## config.mk

```make
export PLATFORM = sky130hd
export DESIGN_NAME = pipe_run_ctrl
export DESIGN_NICKNAME = d
export VERILOG_FILES = /design/src/rtl/pipe_dbg_pkg.sv /design/src/rtl/pipe_run_ctrl_sat_counter.sv /design/src/rtl/pipe_run_ctrl.sv
export SDC_FILE = /design/constraint.sdc
export NUM_CORES = 1
export LEC_CHECK = 0
export CAP_MARGIN = 15
export CORE_UTILIZATION = 48
export CTS_BUF_LIST = sky130_fd_sc_hd__clkbuf_4 sky130_fd_sc_hd__clkbuf_8
export CTS_CLUSTER_DIAMETER = 80
export DETAILED_ROUTE_END_ITERATION = 8
export GPL_TIMING_DRIVEN = 0
export PLACE_DENSITY_LB_ADDON = 0.2
export SYNTH_ARGS = -nofsm -noshare
export SYNTH_HDL_FRONTEND = slang
export SYNTH_SLANG_ARGS = --single-unit
```

## constraint.sdc

```tcl
create_clock -name clock -period 3.3 [get_ports clock]
set_input_delay 0.66 -clock clock [delete_from_list [all_inputs] [get_ports clock]]
set_output_delay 0.66 -clock clock [all_outputs]
set_load 0.01 [all_outputs]
```

## src/rtl/pipe_dbg_pkg.sv

```systemverilog
// Shared definitions for the pipeline run-control block.
//   state_t   : run-control state encoding (also exported on the state port)
//   DEF_STEPW : default width of the step-length input
//   DEF_CNTW  : default width of the cycle / stall counters
package pipe_dbg_pkg;

   typedef enum logic [1:0] {
      ST_HALT = 2'd0,
      ST_RUN  = 2'd1,
      ST_STEP = 2'd2,
      ST_BRK  = 2'd3
   } state_t;

   localparam int DEF_STEPW = 8;
   localparam int DEF_CNTW  = 32;

endpackage

```

## src/rtl/pipe_run_ctrl_sat_counter.sv

```systemverilog
// Saturating up-counter with synchronous active-high clear.
//   clock : counting clock
//   reset : synchronous clear to zero
//   inc   : count enable for this cycle
//   cnt   : current count; sticks at all-ones instead of wrapping
module sat_counter #(
   parameter int W = 32
) (
   input  logic         clock,
   input  logic         reset,
   input  logic         inc,
   output logic [W-1:0] cnt
);

   logic [W-1:0] cnt_q;
   logic [W-1:0] cnt_d;

   always_comb begin
      cnt_d = cnt_q;
      if (inc && (cnt_q != {W{1'b1}})) begin
         cnt_d = cnt_q + W'(1);
      end
   end

   always_ff @(posedge clock) begin
      if (reset) begin
         cnt_q <= '0;
      end else begin
         cnt_q <= cnt_d;
      end
   end

   assign cnt = cnt_q;

endmodule

```

## src/rtl/pipe_run_ctrl.sv

```systemverilog
// Run-control sequencer for the 5-stage pipeline: one global enable that
// freezes PC and all pipeline registers together, plus run / halt /
// N-cycle step / single PC breakpoint and saturating debug counters.
//   clock, reset  : pipeline clock, synchronous active-high reset
//   run_req       : free-run request (level)
//   halt_req      : halt request (level, highest priority)
//   step_req      : step request (level), step_len enabled cycles (0 -> 1)
//   bp_en/bp_addr : breakpoint enable and PC
//   pc            : current IF-stage PC
//   wpcir         : hazard unit "not stalled"
//   cpu_en        : pipeline enable
//   halted        : state is HALT or BRK
//   bp_hit        : sticky breakpoint flag, cleared on resume
//   state         : current state encoding
//   cyc_cnt       : enabled cycles (saturating)
//   stall_cnt     : enabled cycles with a load-use stall (saturating)
//
// state | meaning
// ------+-------------------------------------------------------------
// HALT  | stopped by reset, halt_req or step completion; cpu_en=0
// RUN   | free running until halt_req or breakpoint
// STEP  | running step_rem more enabled cycles, then HALT
// BRK   | stopped on breakpoint, pc holds at bp_addr; cpu_en=0
module pipe_run_ctrl
   import pipe_dbg_pkg::*;
#(
   parameter int STEPW = DEF_STEPW,
   parameter int CNTW  = DEF_CNTW
) (
   input  logic             clock,
   input  logic             reset,
   input  logic             run_req,
   input  logic             halt_req,
   input  logic             step_req,
   input  logic [STEPW-1:0] step_len,
   input  logic             bp_en,
   input  logic [31:0]      bp_addr,
   input  logic [31:0]      pc,
   input  logic             wpcir,
   output logic             cpu_en,
   output logic             halted,
   output logic             bp_hit,
   output logic [1:0]       state,
   output logic [CNTW-1:0]  cyc_cnt,
   output logic [CNTW-1:0]  stall_cnt
);

   state_t           state_q, state_d;
   logic [STEPW-1:0] step_rem_q, step_rem_d;
   logic             bp_skip_q, bp_skip_d;
   logic             bp_hit_q, bp_hit_d;
   logic             bp_match;
   logic             resume_skip;
   logic [STEPW-1:0] step_load;

   // Match is combinational on pc so the enable drops before the
   // instruction at bp_addr is latched into IF/ID. bp_skip masks the
   // match for the one instruction we are resuming from.
   assign bp_match    = bp_en && (pc == bp_addr) && !bp_skip_q;
   assign cpu_en      = ((state_q == ST_RUN) || (state_q == ST_STEP)) && !bp_match;
   assign halted      = (state_q == ST_HALT) || (state_q == ST_BRK);
   assign bp_hit      = bp_hit_q;
   assign state       = state_q;
   assign resume_skip = (state_q == ST_BRK);
   assign step_load   = (step_len == '0) ? STEPW'(1) : step_len;

   always_comb begin
      state_d    = state_q;
      step_rem_d = step_rem_q;
      bp_hit_d   = bp_hit_q;
      // Skip persists while pc is parked on bp_addr (e.g. load-use stall)
      // and drops as soon as the pipeline moves past it.
      bp_skip_d  = (pc != bp_addr) ? 1'b0 : bp_skip_q;

      if (halt_req) begin
         state_d    = ST_HALT;
         step_rem_d = '0;
         bp_skip_d  = 1'b0;
      end else begin
         case (state_q)
            ST_HALT, ST_BRK: begin
               if (run_req) begin
                  state_d  = ST_RUN;
                  bp_hit_d = 1'b0;
                  if (resume_skip) bp_skip_d = 1'b1;
               end else if (step_req) begin
                  state_d    = ST_STEP;
                  step_rem_d = step_load;
                  bp_hit_d   = 1'b0;
                  if (resume_skip) bp_skip_d = 1'b1;
               end
            end
            ST_RUN, ST_STEP: begin
               if (bp_match) begin
                  state_d    = ST_BRK;
                  bp_hit_d   = 1'b1;
                  step_rem_d = '0;
               end else if (state_q == ST_STEP) begin
                  // Not matching here means cpu_en=1; stalled cycles count too.
                  step_rem_d = step_rem_q - STEPW'(1);
                  if (step_rem_q <= STEPW'(1)) begin
                     state_d    = ST_HALT;
                     step_rem_d = '0;
                     bp_skip_d  = 1'b0;
                  end
               end
            end
            default: begin
               state_d = ST_HALT;
            end
         endcase
      end
   end

   always_ff @(posedge clock) begin
      if (reset) begin
         state_q    <= ST_HALT;
         step_rem_q <= '0;
         bp_skip_q  <= 1'b0;
         bp_hit_q   <= 1'b0;
      end else begin
         state_q    <= state_d;
         step_rem_q <= step_rem_d;
         bp_skip_q  <= bp_skip_d;
         bp_hit_q   <= bp_hit_d;
      end
   end

   sat_counter #(.W(CNTW)) u_cyc_cnt (
      .clock (clock),
      .reset (reset),
      .inc   (cpu_en),
      .cnt   (cyc_cnt)
   );

   sat_counter #(.W(CNTW)) u_stall_cnt (
      .clock (clock),
      .reset (reset),
      .inc   (cpu_en && !wpcir),
      .cnt   (stall_cnt)
   );

endmodule

```

==> run_summary.xml, run 1 <==
<?xml version="1.0" encoding="UTF-8"?>
<metrics>
  <group name="worst_setup_path">
    <metric name="critical_path_destination" unit="">cpu_en</metric>
    <metric name="category_of_cells_accounting_for_the_largest_share_of_critical_path_delay" unit="">buffers and inverters</metric>
    <metric name="timing.setup.critical_path_class" unit="">in2out</metric>
    <metric name="critPathMaxStageDelay" unit="ns">0.42</metric>
    <metric name="worst_ep_required_time" unit="ns">2.64</metric>
    <metric name="cp.depth" unit="">8</metric>
    <metric name="reg2reg_setup_slack" unit="ns">0.42</metric>
    <metric name="worstPathMaxFanout" unit="">2</metric>
    <metric name="crit_startpoint" unit="">bp_addr[26]</metric>
    <metric name="crit_path_cell_trace" unit="">clkdlybuf4s50_1, xor2_1, nor4_2, nand4_2, o31ai_4, buf_6, inv_1, clkbuf_2</metric>
    <metric name="r2r-end" unit="">u_cyc_cnt.cnt[0]$_SDFFE_PP0P_</metric>
    <metric name="timing.critical_path.arrival" unit="ns">2.47</metric>
    <metric name="reg2reg_depth" unit="">9</metric>
    <metric name="crit_buf_inv" unit="">4</metric>
    <metric name="r2r_start" unit="">u_cyc_cnt.cnt[0]$_SDFFE_PP0P_</metric>
    <metric name="crit_path_top_delay_cell" unit="">sky130_fd_sc_hd__clkdlybuf4s50_1</metric>
    <metric name="endpoint_kind" unit="">output pin</metric>
    <metric name="setup.worst_path.start_class" unit="">input port</metric>
  </group>
  <group name="floorplanning">
    <metric name="fp.dieArea" unit="um2">10000</metric>
    <metric name="floorplan.rows" unit="">35</metric>
    <metric name="std_cell_core_area" unit="um2">9280</metric>
    <metric name="die_h" unit="um">100</metric>
    <metric name="initial_utilization" unit="">0.498</metric>
    <metric name="top_level_pins" unit="">148</metric>
    <metric name="chipWidth" unit="um">100</metric>
  </group>
  <group name="placed_design">
    <metric name="detailedPlacementHpwl" unit="um">10800</metric>
    <metric name="placed_cell_area" unit="um2">6250</metric>
    <metric name="dpl.cell_count" unit="">855</metric>
    <metric name="place_worst_setup_slack" unit="ns">-0.966</metric>
    <metric name="io_buffer_count" unit="">146</metric>
    <metric name="gp_congestion" unit="">0.887</metric>
  </group>
  <group name="routing">
    <metric name="avgRoutedWirePerCell" unit="um">16.9</metric>
    <metric name="antenna_left" unit="">0</metric>
    <metric name="drt_iter0_markers" unit="">274</metric>
    <metric name="remaining_drc_errors" unit="">0</metric>
    <metric name="routed-via-count" unit="">5359</metric>
    <metric name="drt-total-wl" unit="um">14800</metric>
    <metric name="detail_route.vias_per_cell" unit="">6.12</metric>
    <metric name="dr.pass1.iters" unit="">5</metric>
  </group>
  <group name="cts">
    <metric name="hold_buffers" unit="">0</metric>
    <metric name="clock_sinks" unit="">76</metric>
    <metric name="clock_path_buffers" unit="">2</metric>
    <metric name="cts_tree" unit="">done</metric>
    <metric name="cts-htree-levels" unit="">3</metric>
    <metric name="cts_root_buf" unit="">sky130_fd_sc_hd__clkbuf_8</metric>
    <metric name="clock_latency" unit="ns">0.35</metric>
    <metric name="clk_transition_reported_paths" unit="ns">0.07</metric>
    <metric name="cts_inserted_buffers" unit="">9</metric>
  </group>
  <group name="logic_synthesis">
    <metric name="syn-mean-instance-area" unit="um2">7.98</metric>
    <metric name="synth_top_area_share" unit="">0.329</metric>
    <metric name="post_synth_num_cell_types" unit="">57</metric>
    <metric name="synth_top_cells_by_area" unit="">sky130_fd_sc_hd__dfxtp_1 (33%), sky130_fd_sc_hd__a21oi_1 (7.1%), sky130_fd_sc_hd__xor2_1 (6.2%)</metric>
    <metric name="synth-edff-count" unit="">0</metric>
    <metric name="asyncSetResetFlopFracSynth" unit="">0</metric>
    <metric name="yosysWarnings" unit="">0</metric>
    <metric name="synth_top_area_cell" unit="">sky130_fd_sc_hd__dfxtp_1</metric>
    <metric name="postSynthRegisterBits" unit="">76</metric>
    <metric name="ys_dominant_reg_cell" unit="">sky130_fd_sc_hd__dfxtp_1</metric>
    <metric name="yosysSeqAreaShare" unit="">0.329</metric>
    <metric name="synthesis.area" unit="um2">4630</metric>
    <metric name="postSynthNetCount" unit="">665</metric>
    <metric name="netlist_instances" unit="">580</metric>
  </group>
  <group name="finish">
    <metric name="stdcell_area" unit="um2">6580</metric>
    <metric name="combined_area_of_the_multi_input_logic_cells" unit="um2">2900</metric>
    <metric name="layout_filler_cell_count" unit="">785</metric>
    <metric name="regArea" unit="um2">1520</metric>
    <metric name="nNetsFinal" unit="">828</metric>
    <metric name="final-instance-count-excl-fill" unit="">875</metric>
    <metric name="antenna_cells_inserted" unit="">0</metric>
    <metric name="flow.area_growth_from_synthesis" unit="%">42.2</metric>
    <metric name="drive_above_1_share" unit="">0.0751</metric>
  </group>
  <group name="sta">
    <metric name="fin_ws" unit="ns">0.167</metric>
    <metric name="fmax" unit="GHz">0.319</metric>
    <metric name="final-hold-violation-count" unit="">0</metric>
    <metric name="timing.final.max_slew_violations" unit="">0</metric>
    <metric name="grt_setup_unrepaired" unit="">false</metric>
    <metric name="slew_headroom" unit="">0.313</metric>
    <metric name="finalSetupTns" unit="ns">0</metric>
    <metric name="timing.final.setup_violations" unit="">0</metric>
    <metric name="final_period_minus_worst_setup_slack" unit="ns">3.13</metric>
    <metric name="fin_crit_sh" unit="">0.949</metric>
    <metric name="fin_skew" unit="ns">0.00931</metric>
    <metric name="tightest_slew" unit="ns">1.02</metric>
    <metric name="holdWs" unit="ns">0.481</metric>
  </group>
  <group name="power">
    <metric name="power_per_cell_area" unit="nW/um2">345</metric>
    <metric name="seqPwrFrac" unit="">0.415</metric>
    <metric name="max-vdd-ir-drop" unit="uV">260</metric>
    <metric name="pwr-share-clk" unit="">0.381</metric>
    <metric name="switching_share" unit="">0.271</metric>
    <metric name="netsw" unit="W">0.000615</metric>
    <metric name="combPwrFrac" unit="">0.203</metric>
    <metric name="p_int" unit="W">0.00165</metric>
    <metric name="pleak" unit="nW">2.09</metric>
  </group>
  <group name="global_route">
    <metric name="via_count_of_the_first_global_routing_pass" unit="">5122</metric>
    <metric name="grt_use_total" unit="">0.302</metric>
    <metric name="antenna_found_initial" unit="">0</metric>
    <metric name="grt_pass1_wl" unit="um">24100</metric>
    <metric name="grt_max_degree" unit="">19</metric>
    <metric name="grt_remaining_overflow" unit="">0</metric>
  </group>
  <group name="worst_hold_path">
    <metric name="hold_path_class" unit="">reg2reg</metric>
  </group>
  <group name="job">
    <metric name="drv_cap" unit="">0</metric>
  </group>
  <group name="outcome">
    <metric name="run_status" unit="">finished, final reports clean</metric>
  </group>
</metrics>
-- power groups by stage --
stage               Sequential (W)  Clock [W]  Combinational [W]
detailed placement        0.000963          0           0.000437
finish                    0.000942   0.000865           0.000461
global route              0.000944   0.000922           0.000494
CTS                       0.000941   0.000877           0.000451
global placement          0.000962          0           0.000429
floorplan                 0.000962          0           0.000235
-- layout make-up --
type                    instances  area share
plain buffers                  35      0.0295
inverters                      14     0.00799
flip-flops and latches         76       0.231
clock inverters                 4      0.0150
repair buffers                153       0.229
clock buffers                  10      0.0209
multi-input cells             454       0.441
well taps                     129      0.0245
-- repair_timing --
action                                  CTS  global route
pin swaps                                 5             3
endpoints found under the setup margin    1             8
resized for setup                         8             5
setup buffers                             5             2
-- flip-flops by register name, summed over array words and instances, names as in the netlist --
signal,count
u_stall_cnt.cnt,32
u_cyc_cnt.cnt,32
state,2
step_rem_q,8
bp_skip_q,1
bp_hit,1
-- worst min-delay path: stages (launching register included) --
cell and delay (ns):
sky130_fd_sc_hd__dfxtp_1 0.32, sky130_fd_sc_hd__nand3_1 0.06, sky130_fd_sc_hd__a21oi_1 0.05
-- synthesized netlist by cell type, types with 4 or more instances --
| cell | number |
|---|---|
| sky130_fd_sc_hd__nor2_1 | 25 |
| sky130_fd_sc_hd__nand2_1 | 29 |
| sky130_fd_sc_hd__o41ai_1 | 4 |
| sky130_fd_sc_hd__and4_1 | 7 |
| sky130_fd_sc_hd__o31ai_1 | 20 |
| sky130_fd_sc_hd__xor2_1 | 33 |
| sky130_fd_sc_hd__nor2b_1 | 6 |
| sky130_fd_sc_hd__clkbuf_1 | 26 |
| sky130_fd_sc_hd__o21ai_0 | 49 |
| sky130_fd_sc_hd__nand4_1 | 27 |
| sky130_fd_sc_hd__buf_6 | 5 |
| sky130_fd_sc_hd__or3_1 | 41 |
| sky130_fd_sc_hd__nor3_1 | 11 |
| sky130_fd_sc_hd__dfxtp_1 | 76 |
| sky130_fd_sc_hd__or4_1 | 24 |
| sky130_fd_sc_hd__a21oi_1 | 66 |
| sky130_fd_sc_hd__ha_1 | 6 |
| sky130_fd_sc_hd__nand3_1 | 26 |
| sky130_fd_sc_hd__and2_1 | 7 |
| sky130_fd_sc_hd__inv_1 | 14 |
| sky130_fd_sc_hd__and3_1 | 9 |
| sky130_fd_sc_hd__nor4_1 | 15 |
-- layout by cell type, fill, tap and decap left out, drive strengths merged, types with 6 or more instances in the layout --
master and count:
clkbuf 37, and3 9, nor3 12, o31ai 21, buf 16, or3 41, nand4 28, clkdlybuf4s50 145
dfxtp 76, inv 14, a21oi 67, nor4 16, and4 7, or4 24, ha 6, nor2b 6
o21ai 52, nand3 26, nand2 29, xor2 33, and2 7, nor2 25
-- routing by layer --
layer | global-route usage | vias to the layer above | share of wire
li1 | - | 2534 | -
met1 | 0.369 | 2553 | 0.40
met2 | 0.522 | 248 | 0.50
met3 | 0.0669 | 24 | 0.081
met4 | 0.108 | 0 | 0.018
met5 | 0 | - | 0
-- worst min path at each step --
stage,startpoint,end,depth (start not counted)
6_report,bp_skip_q$_SDFF_PP0_,bp_skip_q$_SDFF_PP0_,2
5_1_grt,bp_skip_q$_SDFF_PP0_,bp_skip_q$_SDFF_PP0_,2
4_1_cts,bp_skip_q$_SDFF_PP0_,bp_skip_q$_SDFF_PP0_,2
3_5_place_dp,bp_skip_q$_SDFF_PP0_,bp_skip_q$_SDFF_PP0_,2
3_3_place_gp,bp_skip_q$_SDFF_PP0_,bp_skip_q$_SDFF_PP0_,2
2_1_floorplan,step_rem_q[5]$_SDFFE_PP0P_,step_rem_q[5]$_SDFFE_PP0P_,2
-- cells by family (layout without fill, tap and decap cells) --
logic type	count (synthesis)	in the layout	share of synthesized area
AOI/OAI and AO/OA	168	168	0.220
adders and majority gates	6	6	0.0162
xor gates and xnor gates	34	34	0.0644
muxes	4	4	0.0114
DFF	76	76	0.329
buffers and inverters	50	216	0.0541
and+or+nand+nor	242	242	0.305
-- stage by stage --
step           power (W)  utilization
2_1_floorplan    0.00120            -
3_5_place_dp     0.00140        0.673
6_report         0.00227        0.709
3_3_place_gp     0.00139        0.673
4_1_cts          0.00227        0.707
5_1_grt          0.00236        0.709
Power figures use the tool's default switching activity.
==> run 2, diff against run 1 <==
Settings changed: CORE_UTILIZATION 48 to 44, SLEW_MARGIN set to 20.
Clock period 3.3 ns to 2.56 ns, I/O delays scaled along.
==> run_summary.xml, run 2 (synthesized netlist as in run 1, its figures left out) <==
<?xml version="1.0" encoding="UTF-8"?>
<metrics>
  <group name="outcome">
    <metric name="run_status" unit="">finished with violations</metric>
    <metric name="failed_checks" unit="">setup timing</metric>
  </group>
  <group name="worst_hold_path">
    <metric name="hold-path-cell-count" unit="">2</metric>
    <metric name="hold_path_class" unit="">reg2reg</metric>
  </group>
  <group name="global_route">
    <metric name="grt_max_degree" unit="">13</metric>
    <metric name="grt_pass1_wl" unit="um">23700</metric>
    <metric name="grt_use_total" unit="">0.265</metric>
    <metric name="antenna_found_initial" unit="">0</metric>
    <metric name="via_count_of_the_first_global_routing_pass" unit="">5037</metric>
    <metric name="grt_remaining_overflow" unit="">0</metric>
  </group>
  <group name="sta">
    <metric name="final_period_minus_worst_setup_slack" unit="ns">2.61</metric>
    <metric name="fin_crit_sh" unit="">1.02</metric>
    <metric name="fmax" unit="GHz">0.384</metric>
    <metric name="grt_setup_unrepaired" unit="">true</metric>
    <metric name="fin_ws" unit="ns">-0.0456</metric>
    <metric name="finalSetupTns" unit="ns">-0.0456</metric>
    <metric name="timing.final.max_slew_violations" unit="">0</metric>
    <metric name="timing.final.setup_violations" unit="">1</metric>
    <metric name="final-hold-violation-count" unit="">0</metric>
    <metric name="slew_headroom" unit="">0.600</metric>
    <metric name="tightest_slew" unit="ns">0.597</metric>
    <metric name="holdWs" unit="ns">0.492</metric>
    <metric name="fin_skew" unit="ns">0.0108</metric>
  </group>
  <group name="finish">
    <metric name="layout_commonest_cell" unit="">sky130_fd_sc_hd__clkdlybuf4s50_1</metric>
    <metric name="antenna_cells_inserted" unit="">0</metric>
    <metric name="final-instance-count-excl-fill" unit="">884</metric>
    <metric name="flow.area_growth_from_synthesis" unit="%">42.2</metric>
    <metric name="finalCoreUtilization" unit="">0.640</metric>
    <metric name="layout_filler_cell_count" unit="">968</metric>
    <metric name="regArea" unit="um2">1520</metric>
    <metric name="nNetsFinal" unit="">829</metric>
    <metric name="drive_above_1_share" unit="">0.103</metric>
    <metric name="layout_common_cells" unit="">sky130_fd_sc_hd__clkdlybuf4s50_1 (81), sky130_fd_sc_hd__dfxtp_1 (76), sky130_fd_sc_hd__a21oi_1 (66)</metric>
    <metric name="stdcell_area" unit="um2">6580</metric>
    <metric name="combined_area_of_the_multi_input_logic_cells" unit="um2">2970</metric>
  </group>
  <group name="cts">
    <metric name="clock_path_buffers" unit="">2</metric>
    <metric name="cts_inserted_buffers" unit="">9</metric>
    <metric name="clk_transition_reported_paths" unit="ns">0.07</metric>
    <metric name="cts_root_buf" unit="">sky130_fd_sc_hd__clkbuf_8</metric>
    <metric name="cts-htree-levels" unit="">3</metric>
    <metric name="clock_latency" unit="ns">0.35</metric>
    <metric name="cts_tree" unit="">done</metric>
    <metric name="clock_sinks" unit="">76</metric>
  </group>
  <group name="worst_setup_path">
    <metric name="category_of_cells_accounting_for_the_largest_share_of_critical_path_delay" unit="">buffers and inverters</metric>
    <metric name="critPathMaxStageDelay" unit="ns">0.32</metric>
    <metric name="setup.worst_path.start_class" unit="">input port</metric>
    <metric name="worst_ep_required_time" unit="ns">2.05</metric>
    <metric name="crit_path_top_delay_cell" unit="">sky130_fd_sc_hd__nor4_4</metric>
    <metric name="crit_buf_inv" unit="">4</metric>
    <metric name="cp.depth" unit="">8</metric>
    <metric name="reg2reg_depth" unit="">9</metric>
    <metric name="crit_top_cell" unit="">sky130_fd_sc_hd__buf_6</metric>
    <metric name="endpoint_kind" unit="">output pin</metric>
    <metric name="worstPathMaxFanout" unit="">3</metric>
    <metric name="timing.critical_path.arrival" unit="ns">2.09</metric>
    <metric name="timing.setup.critical_path_class" unit="">in2out</metric>
    <metric name="crit_path_cell_trace" unit="">dlygate4sd2_1, xor2_2, nor4_4, nand4_2, o31ai_4, buf_6, inv_2, buf_6</metric>
  </group>
  <group name="power">
    <metric name="combPwrFrac" unit="">0.210</metric>
    <metric name="max-vdd-ir-drop" unit="uV">249</metric>
    <metric name="seqPwrFrac" unit="">0.448</metric>
    <metric name="switching_share" unit="">0.295</metric>
    <metric name="pwr-share-clk" unit="">0.342</metric>
    <metric name="pleak" unit="nW">2.20</metric>
    <metric name="netsw" unit="W">0.000799</metric>
    <metric name="power_per_cell_area" unit="nW/um2">412</metric>
    <metric name="p_int" unit="W">0.00191</metric>
  </group>
  <group name="placed_design">
    <metric name="io_buffer_count" unit="">146</metric>
    <metric name="detailedPlacementHpwl" unit="um">10800</metric>
    <metric name="placed_cell_area" unit="um2">6260</metric>
    <metric name="gp_congestion" unit="">0.857</metric>
    <metric name="dpl.cell_count" unit="">862</metric>
  </group>
  <group name="floorplanning">
    <metric name="die_h" unit="um">105</metric>
    <metric name="initial_utilization" unit="">0.450</metric>
    <metric name="floorplan.rows" unit="">37</metric>
    <metric name="fp.dieArea" unit="um2">10900</metric>
    <metric name="std_cell_core_area" unit="um2">10300</metric>
    <metric name="chipWidth" unit="um">105</metric>
    <metric name="top_level_pins" unit="">148</metric>
  </group>
  <group name="routing">
    <metric name="avgRoutedWirePerCell" unit="um">16.6</metric>
    <metric name="dr.pass1.iters" unit="">5</metric>
    <metric name="antenna_left" unit="">0</metric>
    <metric name="remaining_drc_errors" unit="">0</metric>
    <metric name="routed-via-count" unit="">5359</metric>
    <metric name="detail_route.vias_per_cell" unit="">6.06</metric>
    <metric name="drt-total-wl" unit="um">14700</metric>
    <metric name="drt_iter0_markers" unit="">289</metric>
  </group>
  <group name="job">
    <metric name="drv_cap" unit="">0</metric>
  </group>
</metrics>
-- run 2: changes by cell type in the layout (fill, tap and decap cells not counted), sizes merged --
cell           previous run  this run
clkinvlp                  0         1
clkbuf                   37        35
buf                      16        20
clkinv                    1         2
bufinv                    3         1
clkdlybuf4s50           145        81
clkdlybuf4s15             0        16
dlygate4sd2               0        47
dlymetal6s2s              0         1
-- run 2: stage by stage --
stage | setup WS [ns] | power [W]
after floorplan | 0.00218 | 0.00154
after global placement | -1.41 | 0.00179
after detailed placement | -1.39 | 0.00180
after CTS | -0.0783 | 0.00271
after global routing | -0.107 | 0.00283
final | -0.0456 | 0.00271
-- run 2: worst paths after layout --
path | from | slack (ns) | end
setup / recovery | pc[26] | -0.05 | cpu_en
setup reg to reg | state[0]$_SDFFE_PP0P_ | 0.11 | u_cyc_cnt.cnt[28]$_SDFFE_PP0P_
hold reg to reg | bp_skip_q$_SDFF_PP0_ | 0.49 | bp_skip_q$_SDFF_PP0_
hold / removal | bp_skip_q$_SDFF_PP0_ | 0.49 | bp_skip_q$_SDFF_PP0_
-- run 2: power by group through the flow --
stage	clock (W)	combinational, W	sequential (W)
2_1_floorplan	0	0.000303	0.00124
3_3_place_gp	0	0.000552	0.00124
3_5_place_dp	0	0.000559	0.00124
4_1_cts	0.000936	0.000558	0.00121
5_1_grt	0.000994	0.000615	0.00122
6_report	0.000925	0.000569	0.00121
-- run 2: final cells by class --
cell class | count | share of cell area
Inverter | 14 | 0.00799
Timing Repair Buffer | 155 | 0.224
Multi-Input combinational cell | 454 | 0.451
Clock buffer | 11 | 0.0211
Sequential cell | 76 | 0.231
Tap cell | 136 | 0.0259
Clock inverter | 4 | 0.00780
Buffer | 34 | 0.0303
-- run 2: worst min-delay path: stages (launching register included) --
cell	delay, ns
sky130_fd_sc_hd__dfxtp_1	0.33
sky130_fd_sc_hd__nand3_1	0.07
sky130_fd_sc_hd__a21oi_1	0.05
-- run 2: per-layer routing --
metal	global-route usage	routed length, um	up-vias
met3	0.0580	1070	38
met5	0	0	-
met2	0.443	7100	232
met4	0.108	398	0
met1	0.329	6140	2565
li1	-	-	2524
-- run 2: what timing repair did --
| item | CTS | global route |
|---|---|---|
| setup endpoints to repair | 75 | 48 |
| hold buffers | 0 | 0 |
| setup buffers | 7 | 2 |
| gates resized for setup | 96 | 27 |
| pin swaps | 41 | 8 |
